**src/rtl/perm_data_pack_2_1.sv**
```systemverilog
// Serial-to-parallel feeder for the 16-lane hypercube permutation network.
// Packs 16 beats into one vector through a two-entry ping-pong buffer.
module perm_data_pack_2_1 #(
  parameter int DW    = 32,
  parameter int LANES = 16
) (
  input  logic                  clk,
  input  logic                  reset,
  input  logic                  s_valid,
  output logic                  s_ready,
  input  logic [DW-1:0]         s_dat,
  input  logic [3:0]            s_sel,
  input  logic                  s_last,
  output logic                  m_valid,
  input  logic                  m_ready,
  output logic [DW*LANES-1:0]   t_data_dat,
  output logic [4*LANES-1:0]    t_addr_dat,
  output logic                  err_short,
  output logic                  err_long
);

  localparam int DBW = DW * LANES;
  localparam int SBW = 4 * LANES;

  logic [DBW-1:0] r_dat [2];
  logic [SBW-1:0] r_sel [2];
  logic [1:0]     r_full;
  logic           r_wp;
  logic           r_rp;
  logic [3:0]     r_lc;
  logic           r_err_short;
  logic           r_err_long;

  logic w_acc;
  logic w_lane15;
  logic w_end;
  logic w_drn;

  assign s_ready  = ~r_full[r_wp];
  assign w_acc    = s_valid & s_ready;
  assign w_lane15 = (r_lc == 4'hF);
  assign w_end    = w_acc & (w_lane15 | s_last);
  assign w_drn    = r_full[r_rp] & m_ready;

  assign m_valid    = r_full[r_rp];
  assign t_data_dat = r_dat[r_rp];
  assign t_addr_dat = r_sel[r_rp];
  assign err_short  = r_err_short;
  assign err_long   = r_err_long;

  always_ff @(posedge clk) begin
    if (reset) begin
      r_dat[0]    <= '0;
      r_dat[1]    <= '0;
      r_sel[0]    <= '0;
      r_sel[1]    <= '0;
      r_full      <= '0;
      r_wp        <= 1'b0;
      r_rp        <= 1'b0;
      r_lc        <= '0;
      r_err_short <= 1'b0;
      r_err_long  <= 1'b0;
    end else begin
      // Drained buffer is zeroed so a later short vector reads zero lanes.
      if (w_drn) begin
        r_dat[r_rp]  <= '0;
        r_sel[r_rp]  <= '0;
        r_full[r_rp] <= 1'b0;
        r_rp         <= ~r_rp;
      end
      if (w_acc) begin
        r_dat[r_wp][r_lc*DW +: DW] <= s_dat;
        r_sel[r_wp][r_lc*4 +: 4]   <= s_sel;
        if (w_end) begin
          r_full[r_wp] <= 1'b1;
          r_wp         <= ~r_wp;
          r_lc         <= '0;
        end else begin
          r_lc <= r_lc + 4'd1;
        end
      end
      r_err_short <= w_acc & s_last & ~w_lane15;
      r_err_long  <= w_acc & w_lane15 & ~s_last;
    end
  end

endmodule

```
**config.mk**
```make
export PLATFORM = sky130hd
export DESIGN_NAME = perm_data_pack_2_1
export DESIGN_NICKNAME = d
export VERILOG_FILES = /design/src/rtl/perm_data_pack_2_1.sv
export SDC_FILE = /design/constraint.sdc
export NUM_CORES = 2
export LEC_CHECK = 0
export ABC_AREA = 0
export CORE_MARGIN = 2
export CORE_UTILIZATION = 56
export CTS_CLUSTER_SIZE = 14
export DETAILED_ROUTE_END_ITERATION = 10
export PLACE_DENSITY = 0.81
export SLEW_MARGIN = 10
export SYNTH_ARGS = -nofsm -noshare
export SYNTH_HDL_FRONTEND = slang
export SYNTH_SLANG_ARGS = --single-unit
```
**constraint.sdc**
```tcl
create_clock -name clk -period 4.31 [get_ports clk]
set_input_delay 0.6465 -clock clk [delete_from_list [all_inputs] [get_ports clk]]
set_output_delay 0.6465 -clock clk [all_outputs]
set_load 0.01 [all_outputs]
```
---- Word level (Yosys, flattened, before mapping) ----
Memories as Yosys holds them, arrays and structs flattened. A register that Yosys moved wholly into a read port is not among the register bits.
Cells that the tools add are included.
operators by class
  order comparisons ....................... 4
  $add $sub $neg .......................... 3
  multiplexer cells ....................... 38
  reduce and logical (&&, ||, !) cells .... 7
  equality and inequality tests ........... 1
  shift operators ......................... 4
  bitwise logic cells ..................... 16
operators by type and width
  cell                                                                          number
  512-bit two-way mux                                                           4
  512-bit OR reduction                                                          2
  32-bit by 34-bit variable shift with 512-bit output, first input constant     1
  32-bit by 34-bit variable part select with 512-bit output                     1
  64-bit two-way mux                                                            4
  64-bit OR reduction                                                           2
  4-bit by 34-bit variable shift with 64-bit output, first input constant       1
  4-bit by 34-bit variable part select with 64-bit output                       1
  6-bit negation with 34-bit output                                             1
  9-bit negation with 34-bit output                                             1
  1-bit two-way mux                                                             23
  2-bit two-way mux                                                             4
  1-bit bitwise AND                                                             7
  1-bit NOT                                                                     5
  4-bit by 1-bit adder with 4-bit output, second input constant                 1
  4-bit == test, second input constant                                          1
  1-bit by 2-bit less-than comparator with 1-bit output, second input constant  2
  4-bit two-way mux                                                             1
  2-bit bitwise AND                                                             1
  1-bit demux with 1-bit select                                                 2
  1-bit >= comparator, second input constant                                    2
  1-bit logical AND                                                             2
  2-bit NOT                                                                     1
  2-bit OR                                                                      1
  other kinds (2)                                                               2
storage, ports and cells
  output and inout port bits .............. 580
  word-level logic and storage cells ...... 81
  bits in writable memories ............... 1152
  bits of input ports ..................... 41
  register bits ........................... 10
  memories ................................ 2
memories
  memory  depth  width  rd ports  clocked after Yosys merged registers in  wr ports  RTL line  text
  r_dat   2      512    1         1                                        2         25        logic [DBW-1:0] r_dat [2];
  r_sel   2      64     1         1                                        2         26        logic [SBW-1:0] r_sel [2];

---- Logic depth before layout (Yosys ltp) ----
  depth after elaboration ................. 11
  depth in mapped cells ................... 9
  depth with buffers taken out ............ 6

---- Worst setup path before layout ----
OpenSTA, ideal clock, no wires.
  path type ............................... flip-flop to flip-flop
  start ................................... register r_lc[1]
  end ..................................... memory r_dat[0][320] in the netlist's numbering (enable)
  stages on the path, launching flop included .. 10
  buffers on the path ..................... 3
  arrival time ............................ 2953 ps
  path slack .............................. 964 ps
  setup time .............................. 394 ps
  cell sequence ........................... dfxtp_1 inv_1 ha_1 buf_2 nand2b_4 a211oi_4 or3b_1 buf_2 buf_6 nand2_1
RTL lines
  what                    RTL line  text
  start, declared         30        logic [3:0] r_lc;
  start signal, assigned  79        r_lc <= r_lc + 4'd1;
  end, declared           25

==> impl_metrics.yaml <==
status:
  status: "finished, final reports clean"
layout:
  stdcell_count: 5248
  areaGrowthSynthToFinish_pct: 23.7
  final_core_util_pct: 69.6
  drive_above_1_share_pct: 22.5
  nNetsFinal: 4044
  design_area_um2: 60100
  fillers: 5579
sta:
  fin_worst_hold_slack_ns: 0.631
  min_period_over_period_pct: 84.1
  max_slew_margin_pct: 16.4
  max_clock_freq_mhz: 276
  rsz0062_at_grt: "false"
  setup_viol: 0
  min_period_ns: 3.63
  finalSetupTns_ns: 0
  hold_viol_final: 0
  worst_slew_pin_slew_ns: 1.25
  clock_skew_ns: 0.0463
  worst_slack_ns: 0.684
  slew_violations: 0
place:
  dp_hpwl_mm: 93.7
  gp_congestion: 0.882
  post-place-ws_ns: 0.708
  placed_area_um2: 56600
  io_buffers: 620
  dp.cells: 5040
yosys:
  synth_cell_type_count: 47
  netlist_area_um2: 48600
  yosysWarnings: 0
  dominantRegCellSynth: "edfxtp_1"
  synth_edf_count: 1152
  yosysTopAreaCell: "edfxtp_1"
  synth.area.top_cells: "edfxtp_1, mux2_2, nor2_1, and2_1, clkbuf_1"
  synth_top_area_share_pct: 71.2
  avgSynthCellArea_um2: 14.4
  syn_inst: 3380
  post-synth-top-count-cell: "edfxtp_1"
  ys_ff_latch: 1163
  syn_nets: 3426
  ys_top_cells_by_count: "edfxtp_1, nor2_1, mux2_2"
  async_reset_ff_share_pct: 0
  seq_area_frac_synth_pct: 71.6
clock_network:
  clk_pin_slew_worst_paths_ns: 0.06
  holdBufCountCts: 0
  htreeDepth: 3
  tritoncts: "yes"
  clkSinkCount: 1163
  cts_root_buf: "clkbuf_16"
  clockBufferDepth: 3
  postCtsSetupRepairBufs: 0
  ctsResizeCount: 0
  numCtsBuffers: 111
  insertion_delay_ns: 0.71
route:
  routed_wl_mm: 146
  vias: 31100
  detail_route.drc_violations: 0
  viasPerCell: 5.93
  wl_per_cell_um: 27.8
  drt_pass1_iterations: 8
  drt-initial-drc-count: 3546
  drt.antenna.violating_nets: 0
global_routing:
  grt-ovfl-total: 0
  grt_pass1_vias: 30400
  grt_antenna_before_repair: 22
  grt_usage_pct: 32.2
  grt_pass1_wl_mm: 207
  grt_max_degree: 97
floorplan:
  core_area_um2: 86300
  die_h_um: 299
  die-area_um2: 89200
  ioPinCount: 621
  rows: 108
  fp.dieW_um: 299
  start_util_pct: 56.3
worst_hold_path:
  min_to: "r_lc[3]"
  min_from: "r_lc[3]"
  holdCritPathClass: "flip-flop to flip-flop"
  whs_path_depth: 2
power_and_ir_drop:
  peakVddDrop_v: 0.000408
  p_total_mw: 25.2
  power.density_nw_per_um2: 419
  p_leak_nw: 20.9
setup_path:
  start_kind: "flip-flop"
  crit_fanout: 35
  timing.rr.end: "r_dat[0][335]"
  r2r_cells: 7
  rr_startpoint: "r_lc[1]"
  critical_path_class: "flip-flop to output pin"
  reg2reg_slack_ns: 0.72
  worstSetupEndpointType: "output pin"
  crit_arrival_ns: 2.98
  cp.required_ns: 3.66
job:
  maxCapViolCount: 0
[placed cells by master, fill, tap and decap left out, types with 3 or more instances in the layout]
| cell type | Yosys | routed |
|---|---|---|
| a21oi_1 | 6 | 5 |
| a31oi_1 | 5 | 3 |
| and2_1 | 208 | 208 |
| and3_1 | 81 | 81 |
| buf_12 | 0 | 18 |
| buf_4 | 1 | 95 |
| bufinv_16 | 0 | 6 |
| clkbuf_1 | 211 | 25 |
| clkbuf_16 | 0 | 111 |
| clkdlybuf4s50_1 | 0 | 620 |
| clkinv_1 | 0 | 28 |
| clkinv_16 | 0 | 4 |
| clkinv_2 | 0 | 21 |
| dfxtp_1 | 11 | 10 |
| diode_2 | 0 | 5 |
| edfxtp_1 | 1152 | 1152 |
| ha_1 | 5 | 5 |
| inv_1 | 6 | 6 |
| mux2_2 | 577 | 577 |
| nand2_1 | 146 | 120 |
| nand2_2 | 0 | 26 |
| nand2b_1 | 8 | 4 |
| nand2b_2 | 0 | 4 |
| nand3_1 | 20 | 8 |
| nand3_2 | 11 | 23 |
| nand4_1 | 4 | 4 |
| nor2_1 | 870 | 869 |
| nor2_2 | 9 | 9 |
| nor2b_1 | 4 | 4 |
[cell type report]
type / count / area (µm²) / area share, %
Sequential cell: 1163 / 34800 / 57.9
Multi-Input combinational cell: 1983 / 13100 / 21.7
Timing Repair Buffer: 733 / 7280 / 12.1
Clock buffer: 138 / 2900 / 4.82
Tap cell: 1155 / 1450 / 2.40
Clock inverter: 65 / 587 / 0.976
Inverter: 6 / 22.5 / 0.0375
Antenna cell: 5 / 12.5 / 0.0208
[worst max-delay path, stage by stage, from the launching register on]
cell             delay (ns)
dfxtp_4                0.71
buf_4                  0.55
mux2_2                 0.40
clkdlybuf4s50_1        0.63
[worst max-delay path by stage]
stage | startpoint | to | slack (ns) | cells past startpoint
2_1_floorplan | r_lc[1] | r_dat[0][320] | 0.96 | 9
3_3_place_gp | reset | r_dat[1][367] | 0.76 | 6
3_5_place_dp | r_lc[1] | r_dat[0][331] | 0.71 | 7
4_1_cts | flip-flop | t_data_dat[293] | 0.66 | 3
5_1_grt | r_lc[1] | r_dat[0][335] | 0.54 | 7
6_report | flip-flop | t_data_dat[293] | 0.68 | 3
[state kept, by name (all words and copies together) (netlist names), named ones only]
signal     cells
err_long       1
err_short      1
r_dat       1024
r_full         2
r_lc           4
r_rp           1
r_sel        128
r_wp           1
[routing by layer]
metal,vias to the layer above,part of all wire [%],global-route usage (%)
li1,13200,-,-
met1,15600,36,41.9
met2,1943,49,52.8
met3,325,10,5.79
met4,10,5.2,15.4
met5,-,0.045,0
[power breakdown]
part           internal [mW]  switching, mW
Sequential              12.9          0.147
Combinational           1.26           1.52
Clock                   5.15           4.20
[cells by family after synthesis]
logic type	count (synthesis)	synth area share, %
AO/OA/AOI/OAI	19	0.291
XOR/XNOR	1	0.0180
adder cells (fa/ha/maj)	5	0.129
buffers and inverters	234	1.89
flip-flops	1163	71.6
multiplexers	578	13.4
AND/OR/NAND/NOR	1380	12.7
No activity file was read; power rests on OpenSTA's default activity.
